`src/rtl/mod_mult.sv`:
```
// mod_mult: iterative bit-serial MSB-first modular multiplier, r = (a*b) mod p
//   clk    rising-edge clock
//   reset  asynchronous active-low reset
//   enable start request, sampled only in IDLE
//   a, b   operands (must be < p), latched at the load edge
//   r      result, valid while done=1 and held until the next completion
//   done   one-cycle pulse marking r valid
//   busy   high while in RUN and DONE
// Optional macro MOD_MULT_SKIP_LZ_EN: start at the highest set bit of b
// (data-dependent latency) instead of always iterating over all width bits.
module mod_mult #(
    parameter int               width = 128,
    parameter logic [width-1:0] p     = width'(37)
) (
    input  logic             clk,
    input  logic             reset,
    input  logic             enable,
    input  logic [width-1:0] a,
    input  logic [width-1:0] b,
    output logic [width-1:0] r,
    output logic             done,
    output logic             busy
);
    localparam int kw = $clog2(width);
    typedef enum logic [1:0] {IDLE, RUN, DONE} state_t;
    state_t           state, state_nxt;
    logic [width-1:0] a_q, b_q, acc, t;
    logic [kw-1:0]    k, k_load;
    logic [width:0]   pe, dbl, dbl_red, sum;
`ifdef MOD_MULT_SKIP_LZ_EN
    function automatic logic [kw-1:0] msb_idx(input logic [width-1:0] v);
        msb_idx = '0;
        for (int i = 0; i < width; i++)
            if (v[i]) msb_idx = kw'(i);
    endfunction
    // leading zeros of b leave acc at 0, so skipping them is exact
    assign k_load = msb_idx(b);
`else
    assign k_load = kw'(width - 1);
`endif
    // width+1 bit intermediates: 2*acc and acc+a cannot overflow since both < p
    always_comb begin
        pe        = {1'b0, p};
        dbl       = {acc, 1'b0};
        dbl_red   = (dbl >= pe) ? dbl - pe : dbl;
        sum       = dbl_red + {1'b0, a_q};
        t         = b_q[k] ? width'((sum >= pe) ? sum - pe : sum) : width'(dbl_red);
        state_nxt = (state == IDLE) ? (enable ? RUN : IDLE) :
                    (state == RUN)  ? ((k == '0) ? DONE : RUN) : IDLE;
    end
    always_ff @(posedge clk or negedge reset) begin
        if (!reset) begin
            state <= IDLE;
            a_q   <= '0;
            b_q   <= '0;
            acc   <= '0;
            k     <= '0;
            r     <= '0;
            done  <= 1'b0;
            busy  <= 1'b0;
        end else begin
            state <= state_nxt;
            busy  <= state_nxt != IDLE;
            done  <= state_nxt == DONE;
            if (state == IDLE && enable) begin
                a_q <= a;
                b_q <= b;
                acc <= '0;
                k   <= k_load;
            end
            if (state == RUN) begin
                acc <= t;
                if (k == '0) r <= t;
                else k <= k - 1'b1;
            end
        end
    end
endmodule

```
`config.mk`:
```
export PLATFORM = sky130hd
export DESIGN_NAME = mod_mult
export DESIGN_NICKNAME = d
export VERILOG_FILES = /design/src/rtl/mod_mult.sv
export SDC_FILE = /design/constraint.sdc
export NUM_CORES = 2
export LEC_CHECK = 0
export BUFFER_PORTS_ARGS = -buffer_cell sky130_fd_sc_hd__buf_2
export CORE_ASPECT_RATIO = 1.1
export CORE_UTILIZATION = 60
export DETAILED_ROUTE_END_ITERATION = 16
export PLACE_DENSITY = 0.8
export SETUP_SLACK_MARGIN = 0.02
export SLEW_MARGIN = 20
export SYNTH_ARGS = -nofsm -noshare
export SYNTH_HDL_FRONTEND = slang
export SYNTH_SLANG_ARGS = --single-unit
```
`constraint.sdc`:
```
create_clock -name clk -period 10.5 [get_ports clk]
set_input_delay 1.05 -clock clk [delete_from_list [all_inputs] [get_ports clk]]
set_output_delay 1.05 -clock clk [all_outputs]
set_load 0.02 [all_outputs]
```
==> reports/results.tsv <==
metric	value	unit
fmax	0.0965	GHz
grt_util_all_layers	0.518	
post_drt_wl_per_cell	29.5	µm
syn_nets	4958	
setup_tns	0	ns
ant_nets	0	
grt_max_degree	149	
cap_violations	0	
slew_headroom	0.227	
die_area	67700	µm²
critPathArrivalTime	10.97	ns
slew_violations	0	
grt_pass1_vias	41500	
syn_area	40000	µm²
via_per_inst	7.09	
crit_fanout	31	
async_reset_ff_frac	1.00	
post-route-period-util	0.987	
ys_ff_latch	523	
antenna_found_initial	21	
avgSynthCellArea	8.76	µm²
ctsHtreeMaxLevel	2	
ys.flop_type	dfrtp_1	
critPathMaxStageDelay	0.72	ns
synth_cell_type_count	104	
synthSimpleGateAreaFrac	0.196	
pin_count	389	
crit_path_end_kind	register	
nets	5572	
yosysSeqAreaShare	0.327	
overflow	0	
synth_top_family_by_area	compound AO/OA/AOI/OAI gates	
vias	43300	
drtPass1Iterations	9	
die_x	248	µm
drive_gt1_frac	0.262	
numCtsBuffers	54	
die_h	273	µm
clock_path_buffers	3	
synthToLayoutAreaGrowth	18.6	%
cts_tree	done	
synth_compound_area_frac	0.215	
numClockSinks	523	
critPathLaunchType	register	
synth_warnings	0	
rsz0062_at_grt	no	
gp_congestion	1.21	
status	complete, no violations	
fin_ws	0.141	ns
slowest_stage	or4b_2	
drt_iter0_markers	5905	
clk_pin_slew	0.07	ns
synth_cells	4565	
timing.hold.ws	0.433	ns
crit_type	register to register	
synthAdderAreaFrac	0.0421	
synth-edff-count	0	
cp.required	11.11	ns
core_area	65500	µm²
port_buffers	388	
cts_root_buf	clkbuf_16	
muxShareOfSynthArea	0.117	
dp_slack	0.0644	ns
wirelength	180000	µm
start_util	0.611	
grt_pass1_wl	261000	µm
postCtsSetupBuffers	0	
hold_violations	0	
min_path_type	input port to async pin	
dpl_cell_area	45300	µm²
clock_latency	0.68	ns
design_area	47400	µm²
setup_viol	0	
placementRows	98	
drc_errors	0	
period_needed	10.36	ns
dp_hpwl	135000	µm
fill_cells	4919	
synth-xor-area-share	0.0664	
final.setup_skew	0.0643	ns
tightest_slew	1.16	ns
## routing by layer
metal | track usage | up-vias | wire, µm
li1 | - | 18300 | -
met1 | 0.623 | 20400 | 63100
met2 | 0.769 | 3440 | 75700
met3 | 0.165 | 1075 | 23300
met4 | 0.397 | 6 | 18000
met5 | 0 | - | 50
## sequential cells by signal, indices dropped and copies added, names as in the netlist
register,count
r,128
busy,1
a_q,128
b_q,128
state,2
acc,128
done,1
k,7
## logic make-up (layout without fill, tap and decap cells)
family                   count (synthesis)  count (layout)
AND/OR/NAND/NOR                       1590            1590
AO/OA/AOI/OAI                         1286            1286
flip-flops                             523             523
multiplexers                           377             377
buffers and inverters                  352            1008
XOR/XNOR                               303             303
adder cells (fa/ha/maj)                134             134
other                                    0              26
## cells in the mapped netlist (all sizes together) (75+ instances only)
| library cell | number | area (µm²) |
|---|---|---|
| a21oi | 339 | 1730 |
| xnor2 | 193 | 1690 |
| inv | 99 | 372 |
| dfrtp | 523 | 13100 |
| clkbuf | 177 | 664 |
| nand4 | 116 | 744 |
| ha | 133 | 1660 |
| a21o | 80 | 601 |
| nor3 | 125 | 636 |
| nand2 | 481 | 1810 |
| nor2 | 360 | 1350 |
| o21ai | 312 | 1580 |
| xor2 | 110 | 963 |
| buf | 75 | 400 |
| mux2 | 309 | 3480 |
| nand3 | 103 | 515 |
## worst max-delay path, delay by kind of cell (launching register included)
kind                       cells  cell delay (ns)
and+or+nand+nor               15             4.71
adders and majority gates      2             0.70
AOI/OAI and AO/OA              8             2.74
xor gates and xnor gates       2             0.54
DFF                            1             0.42
buffers and inverters          5             0.99
muxes                          1             0.17
## through the flow
| step | std cells | utilization |
|---|---|---|
| detailed placement | 5973 | 0.692 |
| global placement | 5973 | 0.692 |
| floorplan | 4565 | - |
| global route | 6087 | 0.724 |
| finish | 6097 | 0.724 |
| CTS | 6071 | 0.722 |
## area by class of cell
class | instances | area, µm² | share of cell area
Tap cell | 850 | 1060 | 0.0224
Antenna cell | 26 | 65.1 | 0.00137
Multi-Input combinational cell | 3690 | 25600 | 0.541
Clock inverter | 22 | 399 | 0.00842
Sequential cell | 523 | 13100 | 0.276
Timing Repair Buffer | 811 | 5230 | 0.110
Clock buffer | 76 | 1550 | 0.0328
Inverter | 99 | 373 | 0.00786
## cell usage in the layout (no fill, tap or decap), drive strengths merged, types with 32 or more instances in the layout
| cell | netlist | final |
|---|---|---|
| nand2b | 44 | 44 |
| or2 | 38 | 38 |
| mux2 | 309 | 309 |
| nor3 | 125 | 125 |
| nand3 | 103 | 103 |
| mux4 | 41 | 41 |
| ha | 133 | 133 |
| buf | 75 | 811 |
| xor2 | 110 | 110 |
| and2 | 48 | 48 |
| a31oi | 33 | 33 |
| nor4 | 64 | 64 |
| a211oi | 66 | 66 |
| clkbuf | 177 | 76 |
| nand2 | 481 | 481 |
| or4 | 32 | 32 |
| o211ai | 37 | 37 |
| o221ai | 66 | 66 |
| dfrtp | 523 | 523 |
| inv | 99 | 100 |
| a21o | 80 | 80 |
| nand4 | 116 | 116 |
| or3 | 70 | 70 |
| a21oi | 339 | 339 |
| xnor2 | 193 | 193 |
| a2111oi | 43 | 43 |
| o21ai | 312 | 312 |
| nor2 | 360 | 360 |
## what timing repair did
item	CTS	global route
hold buffers	0	0
endpoints found under the setup margin	6	251
resized for setup	4	16
pin swaps	0	2
## worst paths after layout
check	startpoint	end	slack [ns]	depth (start not counted)
max	acc[0]	r[24]	0.14	33
min	reset	a_q[71]	0.43	1
max reg2reg	acc[0]	r[24]	0.14	33
min reg2reg	r[59]	r[59]	0.47	2
max in group asynchronous	reset	b_q[101]	8.11	3
min in group clk	r[59]	r[59]	0.47	2
Power is not shown: default switching activity piles up to over one toggle a cycle in this logic, so the estimate is an artifact.
